===== src/rtl/lcd_pkg.sv =====
// Shared types and constants for the HD44780-style LCD bus sequencer.
// Holds the FSM/strobe enums, the LCD opcodes and the power-up init ROM.
package lcd_pkg;

  typedef enum logic [2:0] {
    ST_PWRUP,
    ST_INIT_HI,
    ST_INIT_LO,
    ST_IDLE,
    ST_WR_HI,
    ST_WR_LO
  } state_e;

  typedef enum logic [1:0] {
    PH_OFF,
    PH_HI,
    PH_LO
  } phase_e;

  localparam logic [7:0] FUNC_SET_8B2L     = 8'h38;
  localparam logic [7:0] DISP_ON_CUR_BLINK = 8'h0F;
  localparam logic [7:0] CLEAR             = 8'h01;
  localparam logic [7:0] ENTRY_INC         = 8'h06;
  localparam logic [7:0] ASCII_SPACE       = 8'h20;
  localparam logic [7:0] ASCII_MINUS       = 8'h2D;
  localparam logic [7:0] ASCII_PLUS        = 8'h2B;
  localparam logic [7:0] ASCII_ZERO        = 8'h30;

  localparam int INIT_LEN = 7;
  localparam int IDX_W    = $clog2(INIT_LEN);

  // The function-set command is repeated so the controller syncs regardless of its power-up mode.
  localparam logic [7:0] INIT_ROM [INIT_LEN] = '{
    FUNC_SET_8B2L, FUNC_SET_8B2L, FUNC_SET_8B2L, FUNC_SET_8B2L,
    DISP_ON_CUR_BLINK, CLEAR, ENTRY_INC
  };

  function automatic logic [7:0] init_byte(input logic [IDX_W-1:0] idx);
    logic [7:0] b;
    b = 8'h00;
    if (int'(idx) < INIT_LEN) b = INIT_ROM[idx];
    return b;
  endfunction

endpackage


===== src/rtl/lcd_bus_sequencer_if.sv =====
// Requester handshakes plus the LCD pin bus owned by the sequencer.
// master = requesters / pin observer side, slave = the sequencer.
interface lcd_bus_sequencer_if;

  logic       req0_valid;
  logic       req0_rs;
  logic [7:0] req0_data;
  logic       req0_ready;
  logic       req1_valid;
  logic       req1_rs;
  logic [7:0] req1_data;
  logic       req1_ready;
  logic       RS;
  logic       RW;
  logic       EN;
  logic [7:0] data;
  logic       init_done;
  logic       busy;

  modport master (
    output req0_valid, req0_rs, req0_data,
    input  req0_ready,
    output req1_valid, req1_rs, req1_data,
    input  req1_ready,
    input  RS, RW, EN, data, init_done, busy
  );

  modport slave (
    input  req0_valid, req0_rs, req0_data,
    output req0_ready,
    input  req1_valid, req1_rs, req1_data,
    output req1_ready,
    output RS, RW, EN, data, init_done, busy
  );

endinterface


===== src/rtl/lcd_strobe_timer.sv =====
// One EN strobe: EN_HIGH_CYC cycles high then EN_LOW_CYC cycles low, restarted by start_i.
// en_o is registered so it lags the phase by one cycle, giving RS/data setup before EN rises.
module lcd_strobe_timer
  import lcd_pkg::*;
#(
  parameter int EN_HIGH_CYC = 125000,
  parameter int EN_LOW_CYC  = 250000
) (
  input  logic clk_i,
  input  logic rst_i,
  input  logic start_i,
  output logic en_o,
  output logic hi_done_o,
  output logic done_o
);

  localparam int MAX_CYC = (EN_HIGH_CYC > EN_LOW_CYC) ? EN_HIGH_CYC : EN_LOW_CYC;
  localparam int TW      = $clog2(MAX_CYC + 1);

  phase_e        phase_q, phase_d;
  logic [TW-1:0] cnt_q, cnt_d;
  logic          en_q;

  assign hi_done_o = (phase_q == PH_HI) && (cnt_q == TW'(EN_HIGH_CYC - 1));
  assign done_o    = (phase_q == PH_LO) && (cnt_q == TW'(EN_LOW_CYC - 1));
  assign en_o      = en_q;

  always_comb begin
    phase_d = phase_q;
    cnt_d   = cnt_q + 1'b1;
    if (start_i) begin
      phase_d = PH_HI;
      cnt_d   = '0;
    end else begin
      case (phase_q)
        PH_HI: if (hi_done_o) begin
          phase_d = PH_LO;
          cnt_d   = '0;
        end
        PH_LO: if (done_o) begin
          phase_d = PH_OFF;
          cnt_d   = '0;
        end
        default: cnt_d = '0;
      endcase
    end
  end

  always_ff @(posedge clk_i) begin
    if (rst_i) begin
      phase_q <= PH_OFF;
      cnt_q   <= '0;
      en_q    <= 1'b0;
    end else begin
      phase_q <= phase_d;
      cnt_q   <= cnt_d;
      en_q    <= (phase_q == PH_HI);
    end
  end

endmodule


===== src/rtl/lcd_bus_sequencer.sv =====
// Sole driver of the LCD bus: power-up wait, init ROM replay, then round-robin
// byte writes from two requesters, one full EN strobe per byte.
module lcd_bus_sequencer
  import lcd_pkg::*;
#(
  parameter int PWRUP_CYC   = 2250000,
  parameter int EN_HIGH_CYC = 125000,
  parameter int EN_LOW_CYC  = 250000,
  parameter int CW          = $clog2(PWRUP_CYC + 1)
) (
  input  logic              CLK,
  input  logic              RST,
  lcd_bus_sequencer_if.slave bus
);

  state_e           state_q, state_d;
  logic [CW-1:0]    cnt_q, cnt_d;
  logic [IDX_W-1:0] init_idx_q, init_idx_d;
  logic             last_grant_q, last_grant_d;
  logic             rs_q, rs_d;
  logic [7:0]       data_q, data_d;
  logic             init_done_q, init_done_d;

  logic grant0, grant1, busy, strobe_start;
  logic en, hi_done, done;

  lcd_strobe_timer #(
    .EN_HIGH_CYC (EN_HIGH_CYC),
    .EN_LOW_CYC  (EN_LOW_CYC)
  ) u_strobe (
    .clk_i     (CLK),
    .rst_i     (RST),
    .start_i   (strobe_start),
    .en_o      (en),
    .hi_done_o (hi_done),
    .done_o    (done)
  );

  always_ff @(posedge CLK) begin
    if (RST) begin
      state_q      <= ST_PWRUP;
      cnt_q        <= '0;
      init_idx_q   <= '0;
      last_grant_q <= 1'b1;
      rs_q         <= 1'b0;
      data_q       <= 8'h00;
      init_done_q  <= 1'b0;
    end else begin
      state_q      <= state_d;
      cnt_q        <= cnt_d;
      init_idx_q   <= init_idx_d;
      last_grant_q <= last_grant_d;
      rs_q         <= rs_d;
      data_q       <= data_d;
      init_done_q  <= init_done_d;
    end
  end

  always_comb begin
    state_d      = state_q;
    init_idx_d   = init_idx_q;
    last_grant_d = last_grant_q;
    rs_d         = rs_q;
    data_d       = data_q;
    init_done_d  = init_done_q;
    case (state_q)
      ST_PWRUP: if (cnt_q == CW'(PWRUP_CYC - 1)) begin
        state_d = ST_INIT_HI;
        rs_d    = 1'b0;
        data_d  = init_byte('0);
      end
      ST_INIT_HI: if (hi_done) state_d = ST_INIT_LO;
      ST_INIT_LO: if (done) begin
        if (init_idx_q == IDX_W'(INIT_LEN - 1)) begin
          state_d     = ST_IDLE;
          init_done_d = 1'b1;
        end else begin
          init_idx_d = init_idx_q + 1'b1;
          data_d     = init_byte(init_idx_q + 1'b1);
          state_d    = ST_INIT_HI;
        end
      end
      ST_IDLE: begin
        if (grant0) begin
          rs_d         = bus.req0_rs;
          data_d       = bus.req0_data;
          last_grant_d = 1'b0;
          state_d      = ST_WR_HI;
        end else if (grant1) begin
          rs_d         = bus.req1_rs;
          data_d       = bus.req1_data;
          last_grant_d = 1'b1;
          state_d      = ST_WR_HI;
        end
      end
      ST_WR_HI: if (hi_done) state_d = ST_WR_LO;
      ST_WR_LO: if (done) state_d = ST_IDLE;
      default:  state_d = ST_PWRUP;
    endcase
    // Only the power-up wait uses this counter; strobe timing lives in the timer.
    cnt_d = (state_q == ST_PWRUP && state_d == ST_PWRUP) ? cnt_q + 1'b1 : '0;
  end

  always_comb begin
    grant0 = (state_q == ST_IDLE) && bus.req0_valid && (!bus.req1_valid || last_grant_q);
    grant1 = (state_q == ST_IDLE) && bus.req1_valid && (!bus.req0_valid || !last_grant_q);
    busy   = (state_q != ST_IDLE);
    strobe_start = (state_d != state_q) && (state_d == ST_INIT_HI || state_d == ST_WR_HI);
  end

  assign bus.req0_ready = grant0;
  assign bus.req1_ready = grant1;
  assign bus.RS         = rs_q;
  assign bus.RW         = 1'b0;
  assign bus.EN         = en;
  assign bus.data       = data_q;
  assign bus.init_done  = init_done_q;
  assign bus.busy       = busy;

endmodule


===== src/flat_wrapper.sv =====
// flat-port wrapper written by rule: the top's interface ports become plain ports
module lcd_bus_sequencer_flat import lcd_pkg::*;
#(
  parameter int PWRUP_CYC   = 2250000,
  parameter int EN_HIGH_CYC = 125000,
  parameter int EN_LOW_CYC  = 250000,
  parameter int CW          = $clog2(PWRUP_CYC + 1)
)
  (CLK, RST, bus_req0_valid, bus_req0_rs, bus_req0_data, bus_req0_ready, bus_req1_valid, bus_req1_rs, bus_req1_data, bus_req1_ready, bus_RS, bus_RW, bus_EN, bus_data, bus_init_done, bus_busy);
  lcd_bus_sequencer_if bus_i ();
  input  logic CLK;
  input  logic RST;
  input wire logic [$bits(bus_i.req0_valid)-1:0] bus_req0_valid;
  input wire logic [$bits(bus_i.req0_rs)-1:0] bus_req0_rs;
  input wire logic [$bits(bus_i.req0_data)-1:0] bus_req0_data;
  output wire logic [$bits(bus_i.req0_ready)-1:0] bus_req0_ready;
  input wire logic [$bits(bus_i.req1_valid)-1:0] bus_req1_valid;
  input wire logic [$bits(bus_i.req1_rs)-1:0] bus_req1_rs;
  input wire logic [$bits(bus_i.req1_data)-1:0] bus_req1_data;
  output wire logic [$bits(bus_i.req1_ready)-1:0] bus_req1_ready;
  output wire logic [$bits(bus_i.RS)-1:0] bus_RS;
  output wire logic [$bits(bus_i.RW)-1:0] bus_RW;
  output wire logic [$bits(bus_i.EN)-1:0] bus_EN;
  output wire logic [$bits(bus_i.data)-1:0] bus_data;
  output wire logic [$bits(bus_i.init_done)-1:0] bus_init_done;
  output wire logic [$bits(bus_i.busy)-1:0] bus_busy;
  assign bus_i.req0_valid = bus_req0_valid;
  assign bus_i.req0_rs = bus_req0_rs;
  assign bus_i.req0_data = bus_req0_data;
  assign bus_req0_ready = bus_i.req0_ready;
  assign bus_i.req1_valid = bus_req1_valid;
  assign bus_i.req1_rs = bus_req1_rs;
  assign bus_i.req1_data = bus_req1_data;
  assign bus_req1_ready = bus_i.req1_ready;
  assign bus_RS = bus_i.RS;
  assign bus_RW = bus_i.RW;
  assign bus_EN = bus_i.EN;
  assign bus_data = bus_i.data;
  assign bus_init_done = bus_i.init_done;
  assign bus_busy = bus_i.busy;
  lcd_bus_sequencer #(.PWRUP_CYC(PWRUP_CYC), .EN_HIGH_CYC(EN_HIGH_CYC), .EN_LOW_CYC(EN_LOW_CYC), .CW(CW)) u_core (.CLK(CLK), .RST(RST), .bus(bus_i));
endmodule

===== config.mk =====
export PLATFORM = sky130hd
export DESIGN_NAME = lcd_bus_sequencer_flat
export DESIGN_NICKNAME = d
export VERILOG_FILES = /design/src/rtl/lcd_pkg.sv /design/src/rtl/lcd_bus_sequencer_if.sv /design/src/rtl/lcd_strobe_timer.sv /design/src/rtl/lcd_bus_sequencer.sv /design/src/flat_wrapper.sv
export SDC_FILE = /design/constraint.sdc
export NUM_CORES = 1
export LEC_CHECK = 0
export ABC_AREA = 0
export BUFFER_PORTS_ARGS = -buffer_cell sky130_fd_sc_hd__buf_4
export CORE_ASPECT_RATIO = 0.6
export CORE_MARGIN = 10
export CORE_UTILIZATION = 35
export DETAILED_ROUTE_END_ITERATION = 12
export PLACE_DENSITY_LB_ADDON = 0.2
export SLEW_MARGIN = 25
export SYNTH_ARGS = -nofsm -noshare
export SYNTH_HDL_FRONTEND = slang
export SYNTH_SLANG_ARGS = --single-unit

===== constraint.sdc =====
create_clock -name CLK -period 2.57 [get_ports CLK]
set_input_delay 0.257 -clock CLK [delete_from_list [all_inputs] [get_ports CLK]]
set_output_delay 0.257 -clock CLK [all_outputs]
set_load 0.01 [all_outputs]

== Word-level counts from Yosys, hierarchy flattened ==
Memories as Yosys holds them, arrays and structs flattened.
Cells that the tools add are included.
Storage, ports and cells
  register bits after elaboration: 60
  ROM bits: 64
  output and inout bits: 15
  word-level logic and storage cells: 104
  memories: 1
Memory list
  (name not given): words 8, width 8, read ports 1, clocked after memory_dff 0, write ports 0, RTL line lcd_pkg.sv:41  | if (int'(idx) < INIT_LEN) b = INIT_ROM[idx];
Cells by class
  add/sub/neg operators: 3
  order comparisons: 2
  equal/unequal tests: 23
  mux-type cells: 31
  bitwise operators: 3
  reduce and logical (&&, ||, !) cells: 30
Operator list (count)
  8-bit 2-to-1 mux: 8
  18-bit 2-to-1 mux: 2
  18-bit case mux with 2 select lines: 1
  8-bit case mux with 3 select lines: 1
  22-bit by 1-bit adder with 22-bit output, second input constant: 1
  22-bit equality test, second input constant: 1
  3-bit 2-to-1 mux: 7
  18-bit by 1-bit adder with 18-bit output, second input constant: 1
  18-bit by 17-bit equality test with 1-bit output, second input constant: 1
  18-bit equality test, second input constant: 1
  3-bit case mux with 6 select lines: 1
  3-bit AND reduction: 5
  3-bit equality test, second input constant: 4
  1-bit logical AND: 8
  2-bit by 1-bit inequality test with 1-bit output, second input constant: 4
  3-bit by 1-bit equality test with 1-bit output, second input constant: 2
  3-bit by 2-bit equality test with 1-bit output, second input constant: 2
  3-bit zero test: 2
  1-bit 2-to-1 mux: 6
  2-bit 2-to-1 mux: 3
  3-bit by 1-bit inequality test with 1-bit output, second input constant: 2
  2-bit nonzero test: 3
  3-bit nonzero test: 2
  5-bit AND reduction: 1
  other kinds (17): 23

== Depth between registers and ports, before layout ==
  depth in word-level cells: 11
  gate-level depth with buffers: 7
  depth with buffers taken out: 6

== By module ==
A second synthesis with hierarchy kept.
Unflattened totals
  cells, all modules: 358
  area, all modules: 3133.0 um^2
By module, submodules not included
  lcd_bus_sequencer: times used 1, cells each 232, area each 2006.9 um^2, seq. area each 780.7 um^2
  lcd_strobe_timer: times used 1, cells each 126, area each 1126.1 um^2, seq. area each 420.4 um^2

== Worst setup path after synthesis ==
Ideal clock, no wire load.
  path kind: register to register
  from: register u_core.cnt_q[16]
  to: register u_core.data_q[0], in the netlist u_core.bus.data[0]
  library setup time: 0.121 ns
  data arrival time: 2.328 ns
  slack: 0.121 ns
  cell stages (with the launch flop): 7
  buffers on the path: 1
  period minus slack after synthesis: 2.449 ns
  path through: dfxtp_1 or4b_1 or4_1 or2_4 a221o_1 buf_6 mux2_4
On the way
  longest elaborated chain between the ends: 3
Ends and longest elaborated chain
  start, declared: RTL line lcd_bus_sequencer.sv:17  | logic [CW-1:0] cnt_q, cnt_d;
  start signal, assigned: RTL line lcd_bus_sequencer.sv:50  | cnt_q <= cnt_d;
  22-bit equality test: RTL line lcd_bus_sequencer.sv:67  | ST_PWRUP: if (cnt_q == CW'(PWRUP_CYC - 1)) begin
  2-bit by 1-bit inequality test with 1-bit output (no line)
  5-bit AND reduction (no line)
  end signal, assigned: RTL line lcd_bus_sequencer.sv:54  | data_q <= data_d;
  end, declared: RTL line lcd_bus_sequencer.sv:21  | logic [7:0] data_q, data_d;
Every way passes these cells.
A chain may end at the register's enable or synchronous reset.

== Worst setup path in the final report ==
  from: register u_core.cnt_q[12]
  to: register u_core.data_q[4], in the netlist u_core.bus.data[4]
Same word-level chain as after synthesis.

==> flow_summary.json <==
{
  "hold_class": "in2reg",
  "finClkSkew_ns": 0.00223,
  "power_density_nw_per_um2": 535,
  "crit_cells": 6,
  "max_cap_viol_count": 0,
  "rr_endpoint": "u_core.bus.data[4]",
  "pre_cts_slack_ns": 0.0965,
  "dieArea_um2": 13300,
  "antenna_cells": 0,
  "synth_seq_cells": 60,
  "synth-edff-count": 0,
  "first_iter_violations": 207,
  "cts_buffer_depth": 2,
  "grt_max_degree": 32,
  "grt-ovfl-total": 0,
  "setup_tns_ns": 0,
  "coreArea_um2": 8620,
  "grt_first_pass_wirelength_um": 12900,
  "ir_drop_uv": 266,
  "worstPathRequired_ns": 2.78,
  "cts.sinks": 60,
  "leakagePower_nw": 1.43,
  "drc_errors": 0,
  "mappedNetlistNets": 401,
  "place_congestion": 0.844,
  "critPathBufInv": 1,
  "syn_area_um2": 3130,
  "cts-htree-levels": 3,
  "ant_nets": 0,
  "synth_cells": 371,
  "ios": 37,
  "reg2regPathDepth": 6,
  "async_flop_share_pct": 0,
  "synth_cell_types": 51,
  "end_kind": "register",
  "cp-startpoint": "u_core.cnt_q[12]",
  "track_usage_pct": 12.0,
  "hold_viol": 0,
  "postCtsHoldBufs": 0,
  "critPathKind": "reg2reg",
  "max_freq_mhz": 404,
  "layout_setup_ws_ns": 0.0975,
  "post_cts_buffers": 0,
  "rrSetupSlack_ns": 0.1,
  "via_count": 2769,
  "setup_viol": 0,
  "chipHeight_um": 93.3,
  "ys_warn_count": 0,
  "endpoint": "u_core.bus.data[4]",
  "startpoint_type": "register",
  "cts_root_buffer": "clkbuf_16",
  "path_clk_slew_ns": 0.05,
  "cp_max_fo": 6,
  "period_share_pct": 96.2,
  "numPortBuffers": 35,
  "start_util_pct": 36.3,
  "min_path_cells": 3,
  "die_x_um": 142,
  "grt_pass1_vias": 2549,
  "numCtsBuffers": 9,
  "p_total_mw": 2.06,
  "hp-start": "bus_req1_valid",
  "status": "finished clean",
  "ys.flop_type": "dfxtp_1",
  "synth_seq_area_share_pct": 38.4,
  "rsz0062_at_grt": "false",
  "worstSkewPairLatency_ns": 0.33,
  "cts_resized": 0,
  "postLayoutCellArea_um2": 3860,
  "crit_path_cell_trace": "or4bb_1, or4_1, or2_4, a221o_1, buf_4, mux2i_1",
  "slowest_stage": "or4_1",
  "path_delay_family": "simple AND/OR/NAND/NOR gates",
  "layout.cells.non_filler": 532,
  "wirelength_um": 7670,
  "fin_crit_ns": 2.47,
  "drive_gt1_share_pct": 18.3,
  "fp-row-count": 26,
  "syn_area_per_cell_um2": 8.44,
  "cts_tree": "yes",
  "area_growth_pct": 23.3,
  "hpwl_um": 5790,
  "cp_data_arrival_time_ns": 2.68,
  "wire_per_inst_um": 14.4,
  "dp.cells": 517,
  "r2r_start": "u_core.cnt_q[12]",
  "via_per_inst": 5.20,
  "final_nets": 446,
  "slew_violations": 0,
  "antenna_found_initial": 0,
  "drt_pre_antenna_iters": 4,
  "dpl-instance-area_um2": 3610,
  "slowest_delay_ns": 0.55
}
==> through the flow <==
stage | hold WS [ns] | utilization (%)
6_report | 0.262 | 44.8
5_1_grt | 0.305 | 44.8
4_1_cts | 0.257 | 44.8
3_5_place_dp | 0.459 | 41.9
3_3_place_gp | 0.449 | 41.9
2_1_floorplan | 0.430 | -
==> routing by layer <==
metal / vias to the layer above / part of all wire, % / track usage, %
li1: 1422 / - / -
met1: 1257 / 55 / 18.1
met2: 86 / 34 / 14.1
met3: 4 / 10 / 5.86
met4: 0 / 0.59 / 2.88
met5: - / 0 / 0
==> worst min-delay path by stage <==
stage                           to  slack, ns
4_1_cts        u_core.last_grant_q       0.26
5_1_grt        u_core.last_grant_q       0.30
2_1_floorplan      u_core.cnt_q[0]       0.43
3_5_place_dp       u_core.cnt_q[0]       0.46
6_report       u_core.last_grant_q       0.26
3_3_place_gp       u_core.cnt_q[0]       0.45
==> state kept, by name, summed over array words and instances, names as in the netlist <==
| signal | flops |
|---|---|
| u_core.init_idx_q | 3 |
| u_core.bus.data | 8 |
| u_core.bus.init_done | 1 |
| u_core.cnt_q | 22 |
| u_core.bus.RS | 1 |
| u_core.u_strobe.cnt_q | 18 |
| u_core.u_strobe.en_o | 1 |
| u_core.u_strobe.phase_q | 2 |
| u_core.state_q | 3 |
| u_core.last_grant_q | 1 |
==> cell type report <==
| type | instances | area, um^2 |
|---|---|---|
| Timing Repair Buffer | 52 | 415 |
| Inverter | 12 | 45.0 |
| Sequential cell | 60 | 1200 |
| Multi-Input combinational cell | 281 | 1810 |
| Fill cell | 831 | 4760 |
| Tap cell | 112 | 140 |
| Clock buffer | 12 | 236 |
| Clock inverter | 3 | 15.0 |
==> synth_stat cells (all sizes together) (4+ instances only) <==
cell	count	area, um^2
dfxtp	60	1200
nor2	41	154
nand2	32	120
nor4	21	131
xor2	20	175
xnor2	17	149
nand3	16	80.1
nand4	16	100
a21oi	14	70.1
clkbuf	13	48.8
o21ai	13	65.1
inv	12	45.0
ha	8	100
and3	7	43.8
mux2i	7	70.1
nor3	7	40.0
nand3b	6	45.0
buf	5	33.8
or4	5	37.5
mux2	4	48.8
o31ai	4	30.0
==> worst register-to-register path, delay by kind of cell, from the launching register on <==
family                 cells  cell delay (ns)
AOI/OAI and AO/OA          1             0.35
and+or+nand+nor            3             1.34
muxes                      1             0.12
buffers and inverters      1             0.19
DFF                        1             0.36
==> cell usage in the layout, fill, tap and decap left out, types with 2 or more instances in the layout <==
master,n
nor4_1,21
mux2i_1,7
or3_1,2
or4bb_1,3
and4_1,3
or2_2,2
or3b_2,2
o21ai_0,13
buf_4,50
nor3_1,6
a21oi_1,14
a21o_1,2
and3_1,7
a21boi_0,2
buf_12,2
a31oi_1,2
nand2b_1,2
nand3b_1,6
nor4b_1,2
clkbuf_1,3
nor2_1,41
dfxtp_1,60
and2_1,3
or4_1,5
clkinv_2,3
clkbuf_16,9
ha_1,8
xnor2_1,17
nand3_1,16
o31ai_1,4
mux2_2,3
nand2_1,32
inv_1,11
nand4_1,16
xor2_1,20
nand4b_1,3
nor2b_1,3
==> where the power goes <==
group          internal [mW]  switching (mW)  total, mW
sequential             0.939         0.00590      0.945
combinational         0.0436          0.0458     0.0894
clock                  0.640           0.390       1.03
==> cell families (layout without fill, tap and decap cells) <==
group,count (synthesis),count (layout),synth area share (%)
other,1,1,0.120
DFF,60,60,38.4
and+or+nand+nor,178,178,30.9
buffers and inverters,30,79,4.08
muxes,11,11,3.80
xor gates and xnor gates,37,37,10.4
adders and majority gates,8,8,3.20
AOI/OAI and AO/OA,46,46,9.19
Power figures use the tool's default switching activity.
